--- config.mk ---
export PLATFORM = sky130hd
export DESIGN_NAME = traffic_timer_flat
export DESIGN_NICKNAME = d
export VERILOG_FILES = /design/src/rtl/traffic_timer_pkg.sv /design/src/rtl/traffic_timer_if.sv /design/src/rtl/traffic_timer_tick.sv /design/src/rtl/traffic_timer.sv /design/src/flat_wrapper.sv
export SDC_FILE = /design/constraint.sdc
export NUM_CORES = 1
export LEC_CHECK = 0
export ABC_CLOCK_PERIOD_IN_PS = 2000
export CAP_MARGIN = 20
export CORE_MARGIN = 2
export CORE_UTILIZATION = 46
export DETAILED_ROUTE_END_ITERATION = 8
export HOLD_SLACK_MARGIN = 0.05
export PLACE_DENSITY_LB_ADDON = 0.25
export SETUP_SLACK_MARGIN = 0.05
export SYNTH_ARGS = -nofsm -noshare
export SYNTH_HDL_FRONTEND = slang
export SYNTH_SLANG_ARGS = --single-unit
--- constraint.sdc ---
create_clock -name clk -period 2 [get_ports clk]
set_clock_uncertainty 0.05 [all_clocks]
set_input_delay 0.3 -clock clk [delete_from_list [all_inputs] [get_ports clk]]
set_output_delay 0.3 -clock clk [all_outputs]
set_load 0.1 [all_outputs]
--- src/rtl/traffic_timer_pkg.sv ---
// Shared types and constants for the traffic-light interval timer.
// Optional remain output is controlled by TRAFFIC_TIMER_REMAIN_EN (see traffic_timer.sv).
package traffic_timer_pkg;

    typedef enum logic [1:0] {
        ST_IDLE = 2'd0,
        ST_RUN  = 2'd1,
        ST_DONE = 2'd2
    } state_e;

    localparam int DEF_SHORT_THR = 4;
    localparam int DEF_LONG_THR  = 16;

    function automatic int clog2(input int value);
        int result;
        result = 0;
        while ((1 << result) < value) begin
            result = result + 1;
        end
        return result;
    endfunction

    // A divide-by-1 prescaler still needs a one-bit register.
    function automatic int presc_width(input int prescale);
        return (clog2(prescale) < 1) ? 1 : clog2(prescale);
    endfunction

endpackage

--- src/rtl/traffic_timer_if.sv ---
// Controller <-> timer signal bundle; remain exists only with TRAFFIC_TIMER_REMAIN_EN.
interface traffic_timer_if #(parameter int W = 8);

    logic         st;
    logic         stop;
    logic         auto_rl;
    logic [W-1:0] short_thr;
    logic [W-1:0] long_thr;
    logic         ts;
    logic         tl;
    logic         busy;
    logic [W-1:0] count;
`ifdef TRAFFIC_TIMER_REMAIN_EN
    logic [W-1:0] remain;

    modport master (output st, stop, auto_rl, short_thr, long_thr,
                    input  ts, tl, busy, count, remain);
    modport slave  (input  st, stop, auto_rl, short_thr, long_thr,
                    output ts, tl, busy, count, remain);
`else
    modport master (output st, stop, auto_rl, short_thr, long_thr,
                    input  ts, tl, busy, count);
    modport slave  (input  st, stop, auto_rl, short_thr, long_thr,
                    output ts, tl, busy, count);
`endif

endinterface

--- src/rtl/traffic_timer_tick.sv ---
// Divide-by-PRESCALE tick generator; clr restarts the division and overrides en.
module tick_prescaler
    import traffic_timer_pkg::*;
#(
    parameter int PRESCALE = 1
) (
    input  logic clk,
    input  logic rst_n,
    input  logic clr,
    input  logic en,
    output logic tick
);

    localparam int             PW   = presc_width(PRESCALE);
    localparam logic [PW-1:0]  LAST = PW'(PRESCALE - 1);

    logic [PW-1:0] cnt_q, cnt_d;

    assign tick = en && !clr && (cnt_q == LAST);

    always_comb begin
        cnt_d = cnt_q;
        if (clr) begin
            cnt_d = '0;
        end else if (en) begin
            cnt_d = tick ? '0 : cnt_q + PW'(1);
        end
    end

    always_ff @(posedge clk or negedge rst_n) begin
        if (!rst_n) begin
            cnt_q <= '0;
        end else begin
            cnt_q <= cnt_d;
        end
    end

endmodule

--- src/rtl/traffic_timer.sv ---
// Interval timer with programmable short/long pulses, one-shot or auto-reload.
// Define TRAFFIC_TIMER_REMAIN_EN to add the registered remain (long - count) output.
//
// state | meaning
// IDLE  | stopped, count held at 0
// RUN   | counting prescaled ticks
// DONE  | one-shot expired, count holds final value
module traffic_timer
    import traffic_timer_pkg::*;
#(
    parameter int W         = 8,
    parameter int PRESCALE  = 1,
    parameter int DEF_SHORT = DEF_SHORT_THR,
    parameter int DEF_LONG  = DEF_LONG_THR
) (
    input  logic           clk,
    input  logic           rst_n,
    traffic_timer_if.slave tif
);

    state_e       state_q, state_d;
    logic [W-1:0] count_q, count_d;
    logic [W-1:0] short_q, short_d;
    logic [W-1:0] long_q, long_d;
    logic         auto_q, auto_d;
    logic         ts_q, ts_d;
    logic         tl_q, tl_d;
    logic         tick;
    logic         presc_clr;
    logic [W-1:0] count_inc;

    assign count_inc = count_q + W'(1);

    tick_prescaler #(.PRESCALE(PRESCALE)) u_presc (
        .clk   (clk),
        .rst_n (rst_n),
        .clr   (presc_clr),
        .en    (state_q == ST_RUN),
        .tick  (tick)
    );

    always_comb begin
        state_d   = state_q;
        count_d   = count_q;
        short_d   = short_q;
        long_d    = long_q;
        auto_d    = auto_q;
        ts_d      = 1'b0;
        tl_d      = 1'b0;
        presc_clr = 1'b0;
        if (tif.st) begin
            state_d   = ST_RUN;
            count_d   = '0;
            short_d   = tif.short_thr;
            long_d    = tif.long_thr;
            auto_d    = tif.auto_rl;
            presc_clr = 1'b1;
        end else if (tif.stop) begin
            state_d   = ST_IDLE;
            count_d   = '0;
            presc_clr = 1'b1;
        end else if (state_q == ST_RUN && tick) begin
            count_d = count_inc;
            ts_d    = (short_q != '0) && (count_inc == short_q);
            // long == 0 matches naturally on the wrap to zero
            if (count_inc == long_q) begin
                tl_d = 1'b1;
                if (auto_q) begin
                    count_d = '0;
                end else begin
                    state_d = ST_DONE;
                end
            end
        end
    end

    always_ff @(posedge clk or negedge rst_n) begin
        if (!rst_n) begin
            state_q <= ST_IDLE;
            count_q <= '0;
            short_q <= W'(DEF_SHORT);
            long_q  <= W'(DEF_LONG);
            auto_q  <= 1'b0;
            ts_q    <= 1'b0;
            tl_q    <= 1'b0;
        end else begin
            state_q <= state_d;
            count_q <= count_d;
            short_q <= short_d;
            long_q  <= long_d;
            auto_q  <= auto_d;
            ts_q    <= ts_d;
            tl_q    <= tl_d;
        end
    end

    assign tif.ts    = ts_q;
    assign tif.tl    = tl_q;
    assign tif.busy  = (state_q == ST_RUN);
    assign tif.count = count_q;

`ifdef TRAFFIC_TIMER_REMAIN_EN
    logic [W-1:0] remain_q, remain_d;

    // Zero outside RUN and in the auto-reload pulse cycle.
    assign remain_d = (state_d == ST_RUN && !tl_d) ? (long_d - count_d) : '0;

    always_ff @(posedge clk or negedge rst_n) begin
        if (!rst_n) begin
            remain_q <= '0;
        end else begin
            remain_q <= remain_d;
        end
    end

    assign tif.remain = remain_q;
`endif

endmodule

--- src/flat_wrapper.sv ---
// flat-port wrapper written by rule: the top's interface ports become plain ports
module traffic_timer_flat import traffic_timer_pkg::*;
#(
    parameter int W         = 8,
    parameter int PRESCALE  = 1,
    parameter int DEF_SHORT = DEF_SHORT_THR,
    parameter int DEF_LONG  = DEF_LONG_THR
)
  (clk, rst_n, tif_st, tif_stop, tif_auto_rl, tif_short_thr, tif_long_thr, tif_ts, tif_tl, tif_busy, tif_count);
  traffic_timer_if #(.W(W)) tif_i ();
  input  logic clk;
  input  logic rst_n;
  input wire logic [$bits(tif_i.st)-1:0] tif_st;
  input wire logic [$bits(tif_i.stop)-1:0] tif_stop;
  input wire logic [$bits(tif_i.auto_rl)-1:0] tif_auto_rl;
  input wire logic [$bits(tif_i.short_thr)-1:0] tif_short_thr;
  input wire logic [$bits(tif_i.long_thr)-1:0] tif_long_thr;
  output wire logic [$bits(tif_i.ts)-1:0] tif_ts;
  output wire logic [$bits(tif_i.tl)-1:0] tif_tl;
  output wire logic [$bits(tif_i.busy)-1:0] tif_busy;
  output wire logic [$bits(tif_i.count)-1:0] tif_count;
  assign tif_i.st = tif_st;
  assign tif_i.stop = tif_stop;
  assign tif_i.auto_rl = tif_auto_rl;
  assign tif_i.short_thr = tif_short_thr;
  assign tif_i.long_thr = tif_long_thr;
  assign tif_ts = tif_i.ts;
  assign tif_tl = tif_i.tl;
  assign tif_busy = tif_i.busy;
  assign tif_count = tif_i.count;
  traffic_timer #(.W(W), .PRESCALE(PRESCALE), .DEF_SHORT(DEF_SHORT), .DEF_LONG(DEF_LONG)) u_core (.clk(clk), .rst_n(rst_n), .tif(tif_i));
endmodule
# --- After elaboration in Yosys (flattened, before gate mapping) ---
# Index checks and enable logic that the tools add are counted.
# Widths: inputs -> output; s select.
totals:
  elab_cells: 47
  out_inout_bits: 11
  reg_bits: 30
op_classes:
  n_reduce_logical: 10
  mux: 22
  bitwise: 1
  add_sub_neg: 2
  eq_ne: 4
op_table:
  columns: ["cell", "count"]
  rows:
  - ["$mux 8", 5]
  - ["$eq 8x8->1", 2]
  - ["$mux 1", 12]
  - ["$mux 2", 5]
  - ["$add 8x1->8 const B", 1]
  - ["$reduce_bool 8->1", 1]
  - ["$reduce_bool 3->1", 2]
  - ["$logic_and 1x1->1", 4]
  - ["$ne 3x3->1 const B", 1]
  - ["$reduce_and 3->1", 1]
  - ["$eq 2x1->1 const B", 1]
  - ["$reduce_bool 2->1", 1]
  - ["$add 1x1->1 const B", 1]
  - ["$logic_not 1->1", 1]
  - ["$not 1->1", 1]

# --- Logic depth before layout (Yosys ltp) ---
# Gate-level depths: netlist of run 1.
logic_depth:
  depth_word: 9
  depth_mapped: 9
  mapped_depth_nobuf: 7

# --- Modules after synthesis ---
# Synthesis of run 1 repeated with hierarchy kept, for this count alone.
hier_totals:
  hier_cells: 158
  area_unflattened_um2: 1722.9
by_module_without_submodules:
  columns: ["mod", "cells_per_inst", "area_each_um2", "instances", "seq_area_each_um2"]
  rows:
  - ["traffic_timer", 155, 1682.9, 1, 728.2]
  - ["tick_prescaler", 3, 40.0, 1, 25.0]

# --- Worst setup path after synthesis of run 1 ---
# No wires, ideal clock.
synth_path:
  path_type: "register -> register"
  startpoint: "reg u_core.count_q[0] (netlist: u_core.tif.count[0])"
  endpoint: "reg u_core.count_q[1] (netlist: u_core.tif.count[1])"
  arrival_time_ns: 2.644
  path_buffers: 0
  slack_ns: -0.817
  path_stages_with_launch: 8
  t_required_ns: 1.827
  path_cell_list: "dfrtp_1 -> ha_1 -> xnor2_1 -> o2111ai_1 -> nor4b_1 -> and2_1 -> nand3_1 -> a32o_1"
synth_via:
  elab_chain_len: 6
synth_lines:
  columns: ["item", "line", "text"]
  rows:
  - ["start, declared", "traffic_timer.sv:22", "logic [W-1:0] count_q, count_d;"]
  - ["start signal, assigned", "traffic_timer.sv:88", "count_q <= count_d;"]
  - ["$add 8x1->8 (*)", "traffic_timer.sv:32", "assign count_inc = count_q + W'(1);"]
  - ["$eq 8x8->1 / $mux 8 (equally long branches)", "traffic_timer.sv:66, traffic_timer.sv:68", null]
  - ["$mux 8 (*)", "traffic_timer.sv:66", "if (count_inc == long_q) begin"]
  - ["$mux 8 (*)", "traffic_timer.sv:62", "end else if (state_q == ST_RUN && tick) begin"]
  - ["$mux 8 (*)", "traffic_timer.sv:58", "end else if (tif.stop) begin"]
  - ["$mux 8 (*)", "traffic_timer.sv:51", "if (tif.st) begin"]
# Mark *: on every way between the ends. The rest lies on a longest branch, timed or not. The select of a mux whose other input is x is not followed.
# A chain may end at the register's enable or synchronous reset.

# --- Worst setup path after layout of run 1 ---
layout_path:
  startpoint: "reg u_core.count_q[0] (netlist: u_core.tif.count[0])"
  endpoint: "reg u_core.state_q[1]"
layout_via:
  elab_chain_len: 4
layout_lines:
  columns: ["item", "line", "text"]
  rows:
  - ["$add 8x1->8", "traffic_timer.sv:32", null]
  - ["$eq 8x8->1", "traffic_timer.sv:66", null]
  - ["$reduce_bool 3->1 (no line)", null, null]
  - ["$reduce_and 3->1 (no line)", null, null]
  - ["end signal, assigned", "traffic_timer.sv:87", "state_q <= state_d;"]
  - ["end, declared", "traffic_timer.sv:21", "state_e state_q, state_d;"]
# Every way passes these cells.

==> insert_results.sql, run 1 <==
INSERT INTO impl_metrics (metric_group, metric, value, unit) VALUES
('timing', 'finalMaxSlewViolations', '0', ''),
('timing', 'setup_total_negative_slack', '-0.0635', 'ns'),
('placed_design', 'placement.cell_area', '0.00222', 'mm2'),
('final_layout', 'final_cell_area', '0.00237', 'mm2'),
('final_layout', 'layout_commonest_cell', 'sky130_fd_sc_hd__buf_4', ''),
('final_layout', 'mostFrequentLayoutCells', 'sky130_fd_sc_hd__buf_4 (29), sky130_fd_sc_hd__clkdlybuf4s50_1 (20), sky130_fd_sc_hd__dfrtp_1 (20)', ''),
('clocking', 'cts_max_path_buffers', '2', ''),
('synth', 'ys_dominant_reg_cell', 'sky130_fd_sc_hd__dfrtp_1', ''),
('power_and_ir_drop', 'pwr_density_cell', '594', 'mW/mm2'),
('synth', 'mappedNetlistArea', '0.00169', 'mm2'),
('timing', 'setup_viol_count_final', '6', ''),
('critical_path', 'critical_path_peak_fanout', '7', ''),
('routing', 'drc_errors', '0', ''),
('die', 'die_area', '0.00417', 'mm2'),
('routing', 'via_count', '1366', ''),
('synth', 'synth-edff-count', '0', ''),
('die', 'die-height', '64.6', 'um'),
('routing', 'detailedRoute.firstPassIterationCount', '4', ''),
('final_layout', 'multi_input_comb_area', '943', 'um2'),
('synth', 'synth_seq_cells', '30', ''),
('critical_path', 'origin_of_the_critical_flop_to_flop_path', 'u_core.tif.count[0]', ''),
('critical_path', 'reg2regPathDepth', '8', ''),
('clocking', 'clk_slew_on_worst_s_h_paths', '0.06', 'ns'),
('global_routing', 'grtUsageTotal', '20.8', '%'),
('final_layout', 'area_growth', '40.5', '%'),
('critical_path', 'arrival', '2.14', 'ns'),
('synth', 'part_of_the_yosys_area_used_for_sequential_elements', '44.6', '%'),
('placed_design', 'gpl.final_weighted_congestion', '0.875', ''),
('final_layout', 'n_fill_cell', '287', ''),
('synth', 'yosys_warnings', '0', ''),
('timing', 'holdWs', '0.362', 'ns'),
('timing', 'worst_relative_slew_slack', '74.9', '%'),
('final_layout', 'register_area', '781', 'um2'),
('critical_path', 'max_stage_delay', '0.44', 'ns'),
('final_layout', 'nNetsFinal', '227', ''),
('synth', 'syn-instance-count', '155', ''),
('die', 'initial_utilization', '46.8', '%'),
('synth', 'post_synth_num_cell_types', '45', ''),
('outcome', 'status', 'complete, but fails checks', ''),
('global_routing', 'antenna_found_initial', '0', ''),
('die', 'num_io_pins', '32', ''),
('timing', 'rsz_0062_raised_after_global_routing', 'yes', ''),
('critical_path', 'critPathBufInv', '2', ''),
('clocking', 'clock_tree.root_cell', 'sky130_fd_sc_hd__clkbuf_8', ''),
('timing', 'final.setup.worst_slack', '-0.0200', 'ns'),
('die', 'fp.coreArea', '0.00361', 'mm2'),
('global_routing', 'global_route_wire_length_before_repair', '6490', 'um'),
('routing', 'drtIter0Drc', '76', ''),
('timing', 'hold_viol', '0', ''),
('critical_path', 'critPathKind', 'register to register', ''),
('critical_path', 'cpLargestDelayFamily', 'simple AND/OR/NAND/NOR gates', ''),
('timing', 'final_min_period_over_clock_period', '101', '%'),
('global_routing', 'globalRoute.totalOverflow', '0', ''),
('timing', 'tightestPinTransition', '0.377', 'ns'),
('placed_design', 'dp.final_hpwl', '2840', 'um'),
('routing', 'final_antenna_net_count', '0', ''),
('outcome', 'failing_checks', 'negative setup slack', ''),
('global_routing', 'grt_max_degree', '31', ''),
('final_layout', 'antenna-diode-count', '0', ''),
('critical_path', 'reg2reg_to', 'u_core.state_q[1]', ''),
('critical_path', 'crit_path_top_delay_cell', 'sky130_fd_sc_hd__dfrtp_4', ''),
('timing', 'max_freq', '0.495', 'GHz'),
('worst_hold_path', 'min_delay_worst_type', 'input port to asynchronous set/reset pin', ''),
('placed_design', 'dp_slack', '-0.0754', 'ns'),
('critical_path', 'rrSetupSlack', '-0.02', 'ns'),
('clocking', 'tritoncts', 'built', ''),
('critical_path', 'worst-endpoint-required', '2.12', 'ns'),
('die', 'die-width', '64.6', 'um'),
('global_routing', 'first_global_vias', '1419', ''),
('flow_run', 'max_cap_violations', '0', ''),
('power_and_ir_drop', 'leakagePower', '0.964', 'nW');
-- power breakdown --
| part | leakage [nW] | internal [mW] | switching [mW] | total, mW |
|---|---|---|---|---|
| combinational | 0.565 | 0.144 | 0.118 | 0.262 |
| sequential | 0.359 | 0.650 | 0.0384 | 0.688 |
| clock | 0.0395 | 0.246 | 0.213 | 0.459 |
-- area by class of cell --
class                           count  share of cell area, %
Clock buffer                        8                   3.37
Inverter                            3                  0.474
Timing Repair Buffer               53                   21.0
Sequential cell                    30                   32.9
Multi-Input combinational cell    112                   39.7
Tap cell                           48                   2.53
-- timing repair --
action                                  CTS  global route
endpoints found under the setup margin   10            12
hold buffers                              0             0
pin swaps                                 7            10
setup buffers                             3             1
resized for setup                         3             5
-- registers in the layout (all words and copies together), names as in the netlist --
register and cells:
u_core.tif.ts 1, u_core.long_q 8, u_core.state_q 2, u_core.u_presc.cnt_q 1, u_core.auto_q 1, u_core.tif.count 8, u_core.short_q 8, u_core.tif.tl 1
-- kinds of logic after synthesis --
group | Yosys count | share of synthesized area (%)
buf+inv | 13 | 4.15
mux | 19 | 12.5
flops | 30 | 44.6
xor+xnor | 20 | 11.3
simple gates | 47 | 16.4
compound gates | 25 | 10.3
fa+ha+maj | 1 | 0.741
-- metrics by stage --
stage | power (mW) | util [%] | cells
4_1_cts | 1.43 | 64.9 | 253
6_report | 1.41 | 65.8 | 254
2_1_floorplan | 0.836 | - | 155
5_1_grt | 1.49 | 65.8 | 254
3_5_place_dp | 0.944 | 61.6 | 242
3_3_place_gp | 0.931 | 61.6 | 242
-- metal layers --
metal | up-vias | routed length, um | track usage, %
li1 | 655 | - | -
met1 | 659 | 1570 | 24.5
met2 | 45 | 1910 | 34.5
met3 | 7 | 231 | 6.42
met4 | 0 | 59 | 10.1
met5 | - | 0 | 0
-- cells in the mapped netlist, types with 2 or more instances --
master                     count  area share [%]
sky130_fd_sc_hd__dfstp_2       2             3.1
sky130_fd_sc_hd__xor2_1        7             3.6
sky130_fd_sc_hd__or4_1         2            0.89
sky130_fd_sc_hd__and3_1        2            0.74
sky130_fd_sc_hd__xnor2_1      12             6.2
sky130_fd_sc_hd__a31oi_1       2            0.74
sky130_fd_sc_hd__mux2_2       17              11
sky130_fd_sc_hd__mux2i_1       2             1.2
sky130_fd_sc_hd__o21ai_0       5             1.5
sky130_fd_sc_hd__nand2_1       8             1.8
sky130_fd_sc_hd__a21oi_1       4             1.2
sky130_fd_sc_hd__nand4_1       2            0.74
sky130_fd_sc_hd__buf_2         3            0.89
sky130_fd_sc_hd__nor3_1        2            0.59
sky130_fd_sc_hd__nor4_1        3             1.1
sky130_fd_sc_hd__and2_1        3             1.1
sky130_fd_sc_hd__a32o_1        2             1.2
sky130_fd_sc_hd__inv_1         3            0.67
sky130_fd_sc_hd__o211ai_1      4             1.8
sky130_fd_sc_hd__dfrtp_1      28              41
sky130_fd_sc_hd__or2_1         2            0.74
sky130_fd_sc_hd__nand2b_1      3             1.1
sky130_fd_sc_hd__clkbuf_1      2            0.44
sky130_fd_sc_hd__buf_4         2            0.89
sky130_fd_sc_hd__nor2_1        7             1.6
sky130_fd_sc_hd__o21a_1        2            0.89
sky130_fd_sc_hd__nand3_1       5             1.5
sky130_fd_sc_hd__clkbuf_2      2            0.59
-- worst max-delay path by stage --
stage | slack (ns) | cells past startpoint | end | start
2_1_floorplan | -0.17 | 7 | u_core.tif.count[2] | u_core.tif.count[2]
3_3_place_gp | -0.08 | 7 | u_core.tif.count[1] | u_core.tif.count[1]
3_5_place_dp | -0.08 | 7 | u_core.tif.count[1] | u_core.tif.count[1]
4_1_cts | -0.08 | 7 | u_core.tif.count[1] | u_core.tif.count[0]
5_1_grt | -0.14 | 7 | u_core.tif.count[5] | u_core.tif.count[0]
6_report | -0.02 | 8 | u_core.state_q[1] | u_core.tif.count[0]
No activity file was read; power rests on OpenSTA's default activity.
==> run 2: changes to the inputs <==
--- a/config.mk
+++ b/config.mk
@@ -8,8 +8,9 @@
 export ABC_CLOCK_PERIOD_IN_PS = 2000
 export CAP_MARGIN = 20
 export CORE_MARGIN = 2
-export CORE_UTILIZATION = 46
+export CORE_UTILIZATION = 50
 export DETAILED_ROUTE_END_ITERATION = 8
+export DONT_BUFFER_PORTS = 1
 export HOLD_SLACK_MARGIN = 0.05
 export PLACE_DENSITY_LB_ADDON = 0.25
 export SETUP_SLACK_MARGIN = 0.05
==> insert_results.sql, run 2 (synthesized netlist as in run 1, its figures left out) <==
INSERT INTO impl_metrics (metric_group, metric, value, unit) VALUES
('clocking', 'clock_tree.root_cell', 'sky130_fd_sc_hd__clkbuf_4', ''),
('power_and_ir_drop', 'pwr_density_cell', '606', 'mW/mm2'),
('die', 'die_area', '0.00386', 'mm2'),
('power_and_ir_drop', 'seq_power_share', '53.4', '%'),
('routing', 'final_antenna_net_count', '0', ''),
('routing', 'detail_route.vias_per_cell', '5.63', ''),
('timing', 'final.setup.worst_slack', '-0.180', 'ns'),
('die', 'initial_utilization', '51.4', '%'),
('routing', 'via_count', '1306', ''),
('timing', 'setup_viol_count_final', '10', ''),
('critical_path', 'rrSetupSlack', '-0.18', 'ns'),
('power_and_ir_drop', 'netSwitchingPower', '0.359', 'mW'),
('global_routing', 'antenna_found_initial', '0', ''),
('outcome', 'failing_checks', 'negative setup slack', ''),
('critical_path', 'critPathBufInv', '0', ''),
('power_and_ir_drop', 'total_power', '1.29', 'mW'),
('die', 'placementRows', '21', ''),
('critical_path', 'reg2reg_to', 'u_core.state_q[0]', ''),
('critical_path', 'critPathKind', 'register to register', ''),
('global_routing', 'grt_max_degree', '31', ''),
('timing', 'max_freq', '0.459', 'GHz'),
('final_layout', 'antenna-diode-count', '0', ''),
('final_layout', 'fin_util', '64.6', '%'),
('power_and_ir_drop', 'leakagePower', '0.868', 'nW'),
('placed_design', 'numPortBuffers', '0', ''),
('die', 'die-width', '62.1', 'um'),
('power_and_ir_drop', 'clkPwrFrac', '29.8', '%'),
('critical_path', 'timing.critical_path.cells', 'ha_4, xnor2_2, o2111ai_2, nor4b_4, and2_1, and4b_1, o21bai_1', ''),
('critical_path', 'origin_of_the_critical_flop_to_flop_path', 'u_core.tif.count[0]', ''),
('timing', 'setup_total_negative_slack', '-1.16', 'ns'),
('clocking', 'clk_slew_on_worst_s_h_paths', '0.10', 'ns'),
('clocking', 'tritoncts', 'built', ''),
('placed_design', 'dp.final_hpwl', '2690', 'um'),
('clocking', 'htreeDepth', '2', ''),
('final_layout', 'mostFrequentLayoutCells', 'sky130_fd_sc_hd__buf_4 (26), sky130_fd_sc_hd__dfrtp_1 (20), sky130_fd_sc_hd__mux2_2 (17)', ''),
('timing', 'final_min_period_over_clock_period', '109', '%'),
('routing', 'drtIter0Drc', '60', ''),
('routing', 'detailedRoute.firstPassIterationCount', '4', ''),
('critical_path', 'critical_path_peak_fanout', '3', ''),
('worst_hold_path', 'min_delay_worst_type', 'input port to register', ''),
('worst_hold_path', 'hold_depth', '1', ''),
('worst_hold_path', 'hold_start', 'tif_long_thr[3]', ''),
('timing', 'worst_relative_slew_slack', '74.5', '%'),
('routing', 'drt-total-wl', '3790', 'um'),
('critical_path', 'critical_path.endpoint_type', 'register', ''),
('final_layout', 'area_growth', '25.7', '%'),
('timing', 'finalMaxSlewViolations', '0', ''),
('timing', 'tightestPinTransition', '0.381', 'ns'),
('final_layout', 'layout_commonest_cell', 'sky130_fd_sc_hd__buf_4', ''),
('global_routing', 'first_global_vias', '1279', ''),
('power_and_ir_drop', 'vdd_ir_drop_max', '392', 'uV'),
('clocking', 'clock_latency', '0.34', 'ns'),
('outcome', 'status', 'complete, but fails checks', ''),
('global_routing', 'globalRoute.totalOverflow', '0', ''),
('timing', 'finalCriticalPeriod', '2.18', 'ns'),
('worst_hold_path', 'timing.hold.worst_endpoint', 'u_core.long_q[3]', ''),
('global_routing', 'global_route_wire_length_before_repair', '6000', 'um'),
('critical_path', 'max_stage_delay', '0.52', 'ns'),
('critical_path', 'kind_of_launch_point_of_the_worst_setup_path', 'register', ''),
('critical_path', 'worst-endpoint-required', '2.17', 'ns'),
('critical_path', 'reg2regPathDepth', '7', ''),
('clocking', 'tritoncts.num_buffers', '5', ''),
('power_and_ir_drop', 'power.combinational.fraction', '16.8', '%'),
('die', 'num_io_pins', '32', ''),
('power_and_ir_drop', 'internal_pwr_total', '0.927', 'mW'),
('placed_design', 'gpl.final_weighted_congestion', '0.862', ''),
('global_routing', 'grtUsageTotal', '19.9', '%'),
('timing', 'rsz_0062_raised_after_global_routing', 'yes', ''),
('critical_path', 'cpLargestDelayFamily', 'simple AND/OR/NAND/NOR gates', ''),
('final_layout', 'share_of_cells_above_drive_strength_1', '40.3', '%'),
('critical_path', 'arrival', '2.35', 'ns'),
('final_layout', 'nNetsFinal', '207', ''),
('timing', 'hold_viol', '0', ''),
('power_and_ir_drop', 'power.share.switching', '27.9', '%'),
('routing', 'drc_errors', '0', ''),
('clocking', 'cts_max_path_buffers', '2', ''),
('routing', 'post_drt_wl_per_cell', '16.3', 'um'),
('flow_run', 'max_cap_violations', '0', ''),
('die', 'fp.coreArea', '0.00328', 'mm2'),
('critical_path', 'crit_path_top_delay_cell', 'sky130_fd_sc_hd__dfrtp_4', ''),
('die', 'die-height', '62.1', 'um'),
('timing', 'holdWs', '0.0582', 'ns'),
('clocking', 'numClockSinks', '30', '');
[run 2: how the worst max path moves through the flow]
stage | startpoint | endpoint | slack (ns) | depth (start not counted)
5_1_grt | u_core.tif.count[1] | u_core.tif.count[5] | -0.31 | 7
3_5_place_dp | u_core.tif.count[1] | u_core.tif.count[7] | -0.08 | 7
3_3_place_gp | u_core.tif.count[1] | u_core.tif.count[1] | -0.02 | 7
4_1_cts | u_core.tif.count[1] | u_core.state_q[0] | -0.09 | 7
2_1_floorplan | u_core.tif.count[2] | u_core.tif.count[2] | -0.17 | 7
6_report | u_core.tif.count[0] | u_core.state_q[0] | -0.18 | 7
[run 2: worst register-to-register path: cells and delay by family (launching register included)]
kind,cells,cell delay [ns]
AND/OR/NAND/NOR,3,0.86
flip-flops,1,0.52
AO/OA/AOI/OAI,2,0.23
XOR/XNOR,1,0.11
adder cells (fa/ha/maj),1,0.29
[run 2: timing repair]
item | 4_1_cts | 5_1_grt
resized for setup | 1 | 4
setup endpoints to repair | 10 | 11
hold buffers | 3 | 4
endpoints found under the hold margin | 32 | 4
setup buffers | 1 | 1
pin swaps | 0 | 6
[run 2: per-layer routing]
metal	vias to the layer above	wire length, um	GRT usage (%)
met1	631	1550	23.9
met3	8	247	6.16
li1	618	-	-
met2	49	1940	34.4
met4	0	63	6.39
met5	-	0	0
[run 2: through the flow]
stage,worst slack (ns),std cells,area (um2)
2_1_floorplan,-0.166,155,1760
3_3_place_gp,-0.0157,215,1930
3_5_place_dp,-0.0757,215,1930
4_1_cts,-0.0865,227,2040
5_1_grt,-0.313,232,2120
6_report,-0.180,232,2120
[run 2: cell type report]
cell class	instances	area (um2)
clock inverters	1	5.00
fillers	275	1160
repair buffers	33	275
multi-input cells	112	938
inverters	3	11.3
well taps	46	57.6
clock buffers	7	55.1
flip-flops and latches	30	781
[run 2: power by group through the flow]
stage / Clock (mW) / Combinational [mW] / Sequential, mW
after global routing: 0.426 / 0.237 / 0.693
final: 0.383 / 0.215 / 0.687
after global placement: 0 / 0.168 / 0.695
after detailed placement: 0 / 0.174 / 0.698
after floorplan: 0 / 0.133 / 0.703
after CTS: 0.390 / 0.196 / 0.685
==> run 3: changes to the inputs <==
--- a/config.mk
+++ b/config.mk
@@ -12,7 +12,7 @@
 export DETAILED_ROUTE_END_ITERATION = 8
 export DONT_BUFFER_PORTS = 1
 export HOLD_SLACK_MARGIN = 0.05
-export PLACE_DENSITY_LB_ADDON = 0.25
+export PLACE_DENSITY = 0.73
 export SETUP_SLACK_MARGIN = 0.05
 export SYNTH_ARGS = -nofsm -noshare
 export SYNTH_HDL_FRONTEND = slang
==> insert_results.sql, run 3 (synthesized netlist as in run 1, its figures left out) <==
INSERT INTO impl_metrics (metric_group, metric, value, unit) VALUES
('timing', 'setup_viol_count_final', '10', ''),
('routing', 'via_count', '1366', ''),
('placed_design', 'gpl.final_weighted_congestion', '0.935', ''),
('global_routing', 'global_route_wire_length_before_repair', '6470', 'um'),
('final_layout', 'antenna-diode-count', '0', ''),
('placed_design', 'placement.cell_area', '0.00191', 'mm2'),
('final_layout', 'mostFrequentLayoutCells', 'sky130_fd_sc_hd__buf_4 (22), sky130_fd_sc_hd__dfrtp_1 (20), sky130_fd_sc_hd__mux2_2 (17)', ''),
('timing', 'tightestPinTransition', '0.356', 'ns'),
('timing', 'hold_viol', '0', ''),
('outcome', 'status', 'complete, but fails checks', ''),
('critical_path', 'kind_of_launch_point_of_the_worst_setup_path', 'register', ''),
('routing', 'final_antenna_net_count', '0', ''),
('die', 'num_io_pins', '32', ''),
('critical_path', 'origin_of_the_critical_flop_to_flop_path', 'u_core.tif.count[0]', ''),
('critical_path', 'crit_path_top_delay_cell', 'sky130_fd_sc_hd__dfrtp_4', ''),
('clocking', 'numClockSinks', '30', ''),
('routing', 'drtIter0Drc', '45', ''),
('routing', 'detailedRoute.firstPassIterationCount', '4', ''),
('clocking', 'clock_latency', '0.34', 'ns'),
('critical_path', 'path_common_cell', 'sky130_fd_sc_hd__o2111ai_2', ''),
('global_routing', 'antenna_found_initial', '0', ''),
('outcome', 'failing_checks', 'negative setup slack', ''),
('placed_design', 'dp.final_hpwl', '2700', 'um'),
('timing', 'rsz_0062_raised_after_global_routing', 'yes', ''),
('worst_hold_path', 'hold_start', 'tif_auto_rl', ''),
('critical_path', 'critPathKind', 'register to register', ''),
('timing', 'worst_relative_slew_slack', '76.3', '%'),
('die', 'die_area', '0.00386', 'mm2'),
('die', 'die-height', '62.1', 'um'),
('critical_path', 'arrival', '2.34', 'ns'),
('placed_design', 'numPortBuffers', '0', ''),
('critical_path', 'reg2regPathDepth', '7', ''),
('timing', 'finalMaxSlewViolations', '0', ''),
('critical_path', 'max_stage_delay', '0.52', 'ns'),
('timing', 'max_freq', '0.462', 'GHz'),
('final_layout', 'fin_util', '65.7', '%'),
('die', 'placementRows', '21', ''),
('critical_path', 'worst-endpoint-required', '2.18', 'ns'),
('power_and_ir_drop', 'leakagePower', '0.874', 'nW'),
('clocking', 'cts_max_path_buffers', '2', ''),
('global_routing', 'grtUsageTotal', '21.8', '%'),
('routing', 'drt-total-wl', '3850', 'um'),
('die', 'fp.coreArea', '0.00328', 'mm2'),
('critical_path', 'timing.critical_path.cells', 'ha_4, xnor2_2, o2111ai_2, nor4b_4, o2111ai_2, a31oi_1, o22ai_1', ''),
('clocking', 'tritoncts.num_buffers', '5', ''),
('power_and_ir_drop', 'vdd_ir_drop_max', '485', 'uV'),
('final_layout', 'layout_commonest_cell', 'sky130_fd_sc_hd__buf_4', ''),
('final_layout', 'layout.cells.non_filler', '235', ''),
('routing', 'post_drt_wl_per_cell', '16.4', 'um'),
('clocking', 'tritoncts', 'built', ''),
('critical_path', 'critical_path.endpoint_type', 'register', ''),
('timing', 'final_min_period_over_clock_period', '108', '%'),
('worst_hold_path', 'hold_depth', '1', ''),
('critical_path', 'critical_path_peak_fanout', '6', ''),
('critical_path', 'cp-startpoint', 'u_core.tif.count[0]', ''),
('final_layout', 'nNetsFinal', '210', ''),
('critical_path', 'rrSetupSlack', '-0.17', 'ns'),
('clocking', 'clock_tree.root_cell', 'sky130_fd_sc_hd__clkbuf_4', ''),
('placed_design', 'placedCellCount', '212', ''),
('final_layout', 'area_growth', '27.7', '%'),
('die', 'initial_utilization', '51.4', '%'),
('routing', 'detail_route.vias_per_cell', '5.81', ''),
('worst_hold_path', 'timing.hold.worst_endpoint', 'u_core.auto_q', ''),
('timing', 'final.setup.worst_slack', '-0.165', 'ns'),
('worst_hold_path', 'min_delay_worst_type', 'input port to register', ''),
('final_layout', 'final_cell_area', '0.00216', 'mm2'),
('final_layout', 'share_of_cells_above_drive_strength_1', '38.1', '%'),
('flow_run', 'max_cap_violations', '0', ''),
('clocking', 'htreeDepth', '2', ''),
('die', 'die-width', '62.1', 'um'),
('global_routing', 'grt_max_degree', '31', ''),
('routing', 'drc_errors', '0', ''),
('critical_path', 'reg2reg_to', 'u_core.tif.count[2]', ''),
('global_routing', 'globalRoute.totalOverflow', '0', ''),
('power_and_ir_drop', 'pwr_density_cell', '580', 'mW/mm2'),
('timing', 'finalCriticalPeriod', '2.17', 'ns'),
('clocking', 'clk_slew_on_worst_s_h_paths', '0.10', 'ns'),
('global_routing', 'first_global_vias', '1376', '');
-- run 3: metal layers --
layer | share of wire (%) | GRT usage (%) | vias to the layer above
li1 | - | - | 619
met1 | 37 | 25.0 | 676
met2 | 54 | 37.5 | 59
met3 | 6.3 | 6.88 | 12
met4 | 2.9 | 9.44 | 0
met5 | 0 | 0 | -
-- run 3: repair_timing --
action	CTS	global route
gates resized for setup	6	1
hold buffers	6	7
setup endpoints to repair	10	11
setup buffers	2	0
pin swaps	5	1
hold endpoints to repair	34	6
-- run 3: worst max-delay path: cells and delay by family (launching register included) --
kind / cells / cell delay (ns)
DFF: 1 / 0.52
xor gates and xnor gates: 1 / 0.11
AOI/OAI and AO/OA: 4 / 0.78
and+or+nand+nor: 1 / 0.30
adders and majority gates: 1 / 0.29
-- run 3: area by class of cell --
class / count / area, um2
Tap cell: 46 / 57.6
Timing Repair Buffer: 36 / 325
Inverter: 3 / 11.3
Clock buffer: 8 / 48.8
Fill cell: 260 / 1130
Sequential cell: 30 / 781
Multi-Input combinational cell: 112 / 933
-- run 3: worst max path at each step --
| stage | cells after the start | end | slack, ns |
|---|---|---|---|
| finish | 7 | u_core.tif.count[2] | -0.17 |
| CTS | 7 | u_core.tif.count[2] | -0.09 |
| floorplan | 7 | u_core.tif.count[2] | -0.17 |
| global placement | 7 | u_core.tif.count[3] | -0.03 |
| detailed placement | 7 | u_core.tif.count[7] | -0.12 |
| global route | 7 | u_core.tif.count[5] | -0.25 |
-- run 3: report_power, final --
| part | internal (mW) | switching [mW] | total (mW) | leakage [nW] |
|---|---|---|---|---|
| combinational | 0.118 | 0.108 | 0.227 | 0.489 |
| clock | 0.140 | 0.198 | 0.338 | 0.0265 |
| sequential | 0.648 | 0.0390 | 0.687 | 0.359 |
-- run 3: per-stage QoR --
stage,TNS [ns],total power [mW],setup slack [ns],hold slack (ns)
after floorplan,-1.44,0.836,-0.166,-0.0456
after global placement,-0.0533,0.858,-0.0268,-0.0448
after detailed placement,-0.739,0.868,-0.121,-0.0448
after CTS,-0.408,1.25,-0.0864,0.0508
after global routing,-1.99,1.32,-0.252,0.0500
final,-0.865,1.25,-0.165,0.0655
